==> src/rtl/pwm_duty_decoder_if.sv <==
// Measurement bus of the PWM duty decoder: the raw PWM line in, the period/high/duty report out.
interface pwm_duty_decoder_if #(
  parameter int CNT_W = 16
) ();
  logic             pwm_in;
  logic [CNT_W-1:0] period_out;
  logic [CNT_W-1:0] high_out;
  logic [3:0]       duty;
  logic             duty_valid;
  logic             signal_lost;

  modport master (
    input  pwm_in,
    output period_out, high_out, duty, duty_valid, signal_lost
  );

  modport slave (
    output pwm_in,
    input  period_out, high_out, duty, duty_valid, signal_lost
  );
endinterface

==> src/rtl/pwm_duty_decoder.sv <==
// Measures an incoming PWM line: period, high time and duty in tenths, with stuck-line timeout.
//   state    | meaning
//   IDLE     | no reference rising edge yet (or line lost)
//   MEAS     | counting period/high since the last rising edge
//   DIV_IDLE | divider free, next rise in MEAS is captured
//   DIV_BUSY | restoring division of the captured sample in progress
module pwm_duty_decoder #(
  parameter int CNT_W   = 16,
  parameter int TIMEOUT = 1000
) (
  input  logic             clk,
  input  logic             rst_n,
  pwm_duty_decoder_if.master bus
);

  localparam int               NW  = CNT_W + 5;
  localparam logic [CNT_W-1:0] TMO = CNT_W'(TIMEOUT);

  typedef enum logic {IDLE, MEAS} state_t;
  typedef enum logic {DIV_IDLE, DIV_BUSY} div_state_t;

  state_t           state, state_nxt;
  div_state_t       div_state, div_nxt;
  logic             sync1, pwm_s, pwm_d, rise;
  logic [CNT_W-1:0] cnt, hi, p_reg, h_reg;
  logic [CNT_W-1:0] period_r, high_r;
  logic [NW-1:0]    num, den_sh, num_sub;
  logic [1:0]       itr;
  logic [2:0]       quo;
  logic             ge;
  logic             capture, timeout, div_done;
  logic [3:0]       duty_r;
  logic             valid_r, lost_r;

  always_ff @(posedge clk or negedge rst_n) begin
    if (!rst_n) begin
      sync1 <= 1'b0;
      pwm_s <= 1'b0;
      pwm_d <= 1'b0;
    end else begin
      sync1 <= bus.pwm_in;
      pwm_s <= sync1;
      pwm_d <= pwm_s;
    end
  end

  assign rise = pwm_s & ~pwm_d;

  always_ff @(posedge clk or negedge rst_n) begin
    if (!rst_n) begin
      state     <= IDLE;
      div_state <= DIV_IDLE;
    end else begin
      state     <= state_nxt;
      div_state <= div_nxt;
    end
  end

  // A rise always beats a simultaneous timeout; timeout also aborts a running divide.
  always_comb begin
    state_nxt = state;
    div_nxt   = div_state;
    capture   = 1'b0;
    timeout   = 1'b0;
    div_done  = 1'b0;
    case (state)
      IDLE: if (rise) state_nxt = MEAS;
      MEAS: begin
        if (rise) begin
          if (div_state == DIV_IDLE) capture = 1'b1;
        end else if (cnt == TMO) begin
          timeout   = 1'b1;
          state_nxt = IDLE;
        end
      end
      default: state_nxt = IDLE;
    endcase
    case (div_state)
      DIV_IDLE: if (capture) div_nxt = DIV_BUSY;
      DIV_BUSY: begin
        if (timeout) begin
          div_nxt = DIV_IDLE;
        end else if (itr == 2'd0) begin
          div_done = 1'b1;
          div_nxt  = DIV_IDLE;
        end
      end
      default: div_nxt = DIV_IDLE;
    endcase
  end

  always_ff @(posedge clk or negedge rst_n) begin
    if (!rst_n) begin
      cnt <= '0;
      hi  <= '0;
    end else if (rise) begin
      cnt <= CNT_W'(1);
      hi  <= CNT_W'(1);
    end else if (state == MEAS) begin
      if (cnt != TMO)          cnt <= cnt + CNT_W'(1);
      if (pwm_s && hi != TMO)  hi  <= hi + CNT_W'(1);
    end
  end

  assign den_sh  = NW'(p_reg) << itr;
  assign ge      = (num >= den_sh);
  assign num_sub = num - den_sh;

  // Numerator carries +P/2 so the quotient rounds to nearest tenth.
  always_ff @(posedge clk or negedge rst_n) begin
    if (!rst_n) begin
      p_reg <= '0;
      h_reg <= '0;
      num   <= '0;
      itr   <= 2'd0;
      quo   <= 3'd0;
    end else if (capture) begin
      p_reg <= cnt;
      h_reg <= hi;
      num   <= NW'(hi) * NW'(10) + NW'(cnt >> 1);
      itr   <= 2'd3;
      quo   <= 3'd0;
    end else if (div_state == DIV_BUSY) begin
      if (ge) num <= num_sub;
      quo <= {quo[1:0], ge};
      itr <= itr - 2'd1;
    end
  end

  always_ff @(posedge clk or negedge rst_n) begin
    if (!rst_n) begin
      period_r <= '0;
      high_r   <= '0;
      duty_r   <= 4'd0;
      valid_r  <= 1'b0;
      lost_r   <= 1'b1;
    end else begin
      valid_r <= 1'b0;
      if (timeout) begin
        period_r <= '0;
        high_r   <= '0;
        duty_r   <= pwm_s ? 4'd10 : 4'd0;
        lost_r   <= 1'b1;
        valid_r  <= 1'b1;
      end else if (div_done) begin
        period_r <= p_reg;
        high_r   <= h_reg;
        duty_r   <= {quo, ge};
        valid_r  <= 1'b1;
      end
      if (state == IDLE && rise) lost_r <= 1'b0;
    end
  end

  assign bus.period_out  = period_r;
  assign bus.high_out    = high_r;
  assign bus.duty        = duty_r;
  assign bus.duty_valid  = valid_r;
  assign bus.signal_lost = lost_r;

endmodule

==> src/flat_wrapper.sv <==
// flat-port wrapper written by rule: the top's interface ports become plain ports
module pwm_duty_decoder_flat 
#(
  parameter int CNT_W   = 16,
  parameter int TIMEOUT = 1000
)
  (clk, rst_n, bus_pwm_in, bus_period_out, bus_high_out, bus_duty, bus_duty_valid, bus_signal_lost);
  pwm_duty_decoder_if #(.CNT_W(CNT_W)) bus_i ();
  input  logic clk;
  input  logic rst_n;
  input wire logic [$bits(bus_i.pwm_in)-1:0] bus_pwm_in;
  output wire logic [$bits(bus_i.period_out)-1:0] bus_period_out;
  output wire logic [$bits(bus_i.high_out)-1:0] bus_high_out;
  output wire logic [$bits(bus_i.duty)-1:0] bus_duty;
  output wire logic [$bits(bus_i.duty_valid)-1:0] bus_duty_valid;
  output wire logic [$bits(bus_i.signal_lost)-1:0] bus_signal_lost;
  assign bus_i.pwm_in = bus_pwm_in;
  assign bus_period_out = bus_i.period_out;
  assign bus_high_out = bus_i.high_out;
  assign bus_duty = bus_i.duty;
  assign bus_duty_valid = bus_i.duty_valid;
  assign bus_signal_lost = bus_i.signal_lost;
  pwm_duty_decoder #(.CNT_W(CNT_W), .TIMEOUT(TIMEOUT)) u_core (.clk(clk), .rst_n(rst_n), .bus(bus_i));
endmodule
==> config.mk <==
export PLATFORM = sky130hd
export DESIGN_NAME = pwm_duty_decoder_flat
export DESIGN_NICKNAME = d
export VERILOG_FILES = /design/src/rtl/pwm_duty_decoder_if.sv /design/src/rtl/pwm_duty_decoder.sv /design/src/flat_wrapper.sv
export SDC_FILE = /design/constraint.sdc
export NUM_CORES = 1
export LEC_CHECK = 0
export BUFFER_PORTS_ARGS = -buffer_cell sky130_fd_sc_hd__buf_4
export CAP_MARGIN = 20
export CORE_UTILIZATION = 50
export CTS_BUF_LIST = sky130_fd_sc_hd__clkbuf_8
export DETAILED_ROUTE_END_ITERATION = 16
export PLACE_DENSITY = 0.67
export SYNTH_ARGS = -nofsm -noshare
export SYNTH_HDL_FRONTEND = slang
export SYNTH_SLANG_ARGS = --single-unit
==> constraint.sdc <==
create_clock -name clk -period 10.5 [get_ports clk]
set_input_delay 1.05 -clock clk [delete_from_list [all_inputs] [get_ports clk]]
set_output_delay 1.05 -clock clk [all_outputs]
set_load 0.01 [all_outputs]
==> flow_summary.yaml <==
timing:
  fin_worst_skew_ns: 0.0125
  setup_tns_ns: 0
  holdWs_ns: 0.355
  fin_crit_sh: 0.407
  final_hold_viol_count: 0
  rsz0062_at_grt: "no"
  slew_headroom: 0.367
  clock.fmax_mhz: 234
  finalCriticalPeriod_ns: 4.28
  worstMarginPinSlew_ns: 0.949
  finalSetupViolations: 0
  setup_ws_ns: 6.22
  slew_viol_final: 0
yosys:
  yosys.area.top_type_share: 0.386
  synth_area_um2: 8550
  yosysMostFrequentCell: "nand2_1"
  ys_seq_elements: 133
  synthDistinctLibCells: 75
  avgSynthCellArea_um2: 8.95
  yosys-top-cells-area: "dfrtp_1 (39%), ha_1 (9.7%), nand2_1 (6.7%)"
  synth_edf_count: 0
  yosysSeqAreaShare: 0.389
  synth_nets: 1027
  synthCells: 955
  ys_warn_count: 0
  yosys-top-cells-count: "nand2_1 (152), dfrtp_1 (132), a21oi_1 (93)"
  yosysTopAreaCell: "dfrtp_1"
  synth_async_sr_flop_share: 1.00
  synth_flop_cell: "dfrtp_1"
clocking:
  cts_tree: "done"
  cts_buffers: 17
  clkSlewWorstSetupHoldPaths_ns: 0.09
  ctsHoldBuffers: 0
  htree_levels: 4
  cts_buffer_depth: 2
  clk_latency_ns: 0.45
  postCtsSetupRepairBufs: 0
  cts_sinks: 133
  cts-root-buf: "clkbuf_8"
  cts_resized: 0
job:
  cap_violations: 0
grt:
  grt_overflow_total: 0
  grtUsageTotal: 0.252
  grt_max_degree: 68
  antenna_found_initial: 0
  grt_first_pass_wirelength_mm: 35.0
  grt_pass1_vias: 6758
power:
  p_leak_nw: 4.50
  ir_drop_mv: 0.158
  power.density_nw_per_um2: 241
  fin_total_pwr_mw: 2.27
setup_path:
  end_kind: "flip-flop"
  cp.arrival_ns: 4.66
  worst_ep_required_time_ns: 10.88
  crit_fanout: 7
  r2r_slack_ns: 6.22
  critPathTopFamily: "compound AO/OA/AOI/OAI gates"
  worstSetupPathType: "flip-flop to flip-flop"
  worst-path-buf-inv: 0
  slowest_stage: "dfrtp_1"
  start_kind: "flip-flop"
  max_stage_delay_ns: 0.48
  cp_cell_sequence: "ha_1 > ha_1 > fa_1 > a211oi_1 > o21a_1 > nor2_1 > nor2_1 > xnor2_1 > ha_1 > and3_1 > nand3_1 > a211oi_1 > o22ai_1 > nor2_1 > nand3_1 > o221ai_1 > o311a_1"
cells_and_area:
  area_delta_synth_final_pct: 9.99
  fin_area_um2: 9410
  num-nets-final: 1051
  drive_gt1_frac: 0.114
  num-fill-cells: 1517
  multi_input_area_um2: 4940
  diodes: 0
  final-seq-area_um2: 3330
  largest_register_ffs: 21
  finalNonFillerCells: 1212
  regMostFlops: "u_core.num"
  utilization: 0.565
drt:
  wl_met3_um: 992
  postRouteAntennaNets: 0
  wl_per_cell_um: 17.3
  drc: 0
  first_pass_iters: 6
  drtIter0Drc: 451
  top_layer_used: "met4"
  viasPerCell: 5.78
  wirelength_mm: 21.0
  vias: 7007
  met2_length_mm: 9.99
  wl_met1_mm: 9.61
floorplanning:
  io_pins: 41
  start_util: 0.514
  core_um2: 16600
  chipHeight_um: 133
  num_rows: 47
  die_area_um2: 17600
  chipWidth_um: 133
placement:
  gp_congestion: 0.929
  place_hpwl_mm: 15.1
  postPlaceCellArea_um2: 9030
  dp_slack_ns: 6.30
  dpl.cell_count: 1180
  portBuffers: 40
min_path:
  hp-class: "flip-flop to flip-flop"
status:
  status: "finished clean"
-- power by group --
part           switching [mW]  internal, mW  total, mW
clock                   0.239         0.181      0.420
sequential              0.124         0.614      0.737
combinational           0.632         0.480       1.11
-- area by class of cell --
cell class              instances  share of cell area
clock buffers                  18              0.0263
inverters                      32              0.0128
multi-input cells             747               0.525
clock inverters                14              0.0141
repair buffers                 48              0.0387
flip-flops and latches        133               0.354
well taps                     220              0.0293
-- worst reg2reg max path, cell delays in order (launching register included) --
cell      delay (ns)
dfrtp_1         0.48
ha_1            0.34
ha_1            0.22
fa_1            0.42
a211oi_1        0.33
o21a_1          0.24
nor2_1          0.05
nor2_1          0.12
xnor2_1         0.09
ha_1            0.34
and3_1          0.19
nand3_1         0.13
a211oi_1        0.36
o22ai_1         0.19
nor2_1          0.17
nand3_1         0.12
o221ai_1        0.23
o311a_1         0.19
-- worst paths after layout --
check / from / endpoint / cells after the start
hold / removal: u_core.sync1 / u_core.pwm_s / 0
hold reg to reg: u_core.sync1 / u_core.pwm_s / 0
max in group asynchronous: rst_n / u_core.hi[3] / 2
setup / recovery: u_core.hi[1] / u_core.num[19] / 17
setup reg to reg: u_core.hi[1] / u_core.num[19] / 17
min in group asynchronous: rst_n / u_core.num[9] / 1
-- kinds of logic after synthesis --
family / synth area share
and+or+nand+nor: 0.199
AOI/OAI and AO/OA: 0.178
DFF: 0.389
buffers and inverters: 0.0356
adders and majority gates: 0.104
xor gates and xnor gates: 0.0604
muxes: 0.0345
-- placed cells by master (no fill, tap or decap), types with 3 or more instances in the layout --
master,n
xor2_1,27
fa_1,3
nor4_1,5
o21bai_1,6
clkbuf_8,18
nor3_1,10
o31ai_1,3
mux2_2,4
a21oi_1,93
a21o_1,15
clkinv_4,4
a21boi_1,3
dfrtp_1,132
inv_1,32
a211oi_1,20
o31a_1,3
or3_1,11
or2_2,3
nand4_1,10
o21a_1,10
and2_1,4
inv_6,3
mux2i_1,7
buf_4,47
nand2_1,152
o21ai_0,24
ha_1,66
inv_8,5
a31oi_1,4
o21ai_1,18
nand2b_1,7
o211ai_1,5
and3_1,14
nor2b_1,10
and4_1,5
mux4_2,8
nand3_1,54
xnor2_1,32
nor2_1,66
-- metal layers --
layer,vias up,global-route usage
met2,149,0.406
met3,28,0.0536
li1,3456,-
met5,-,0
met4,0,0.0779
met1,3374,0.340
(Power assumes the default switching activity.)
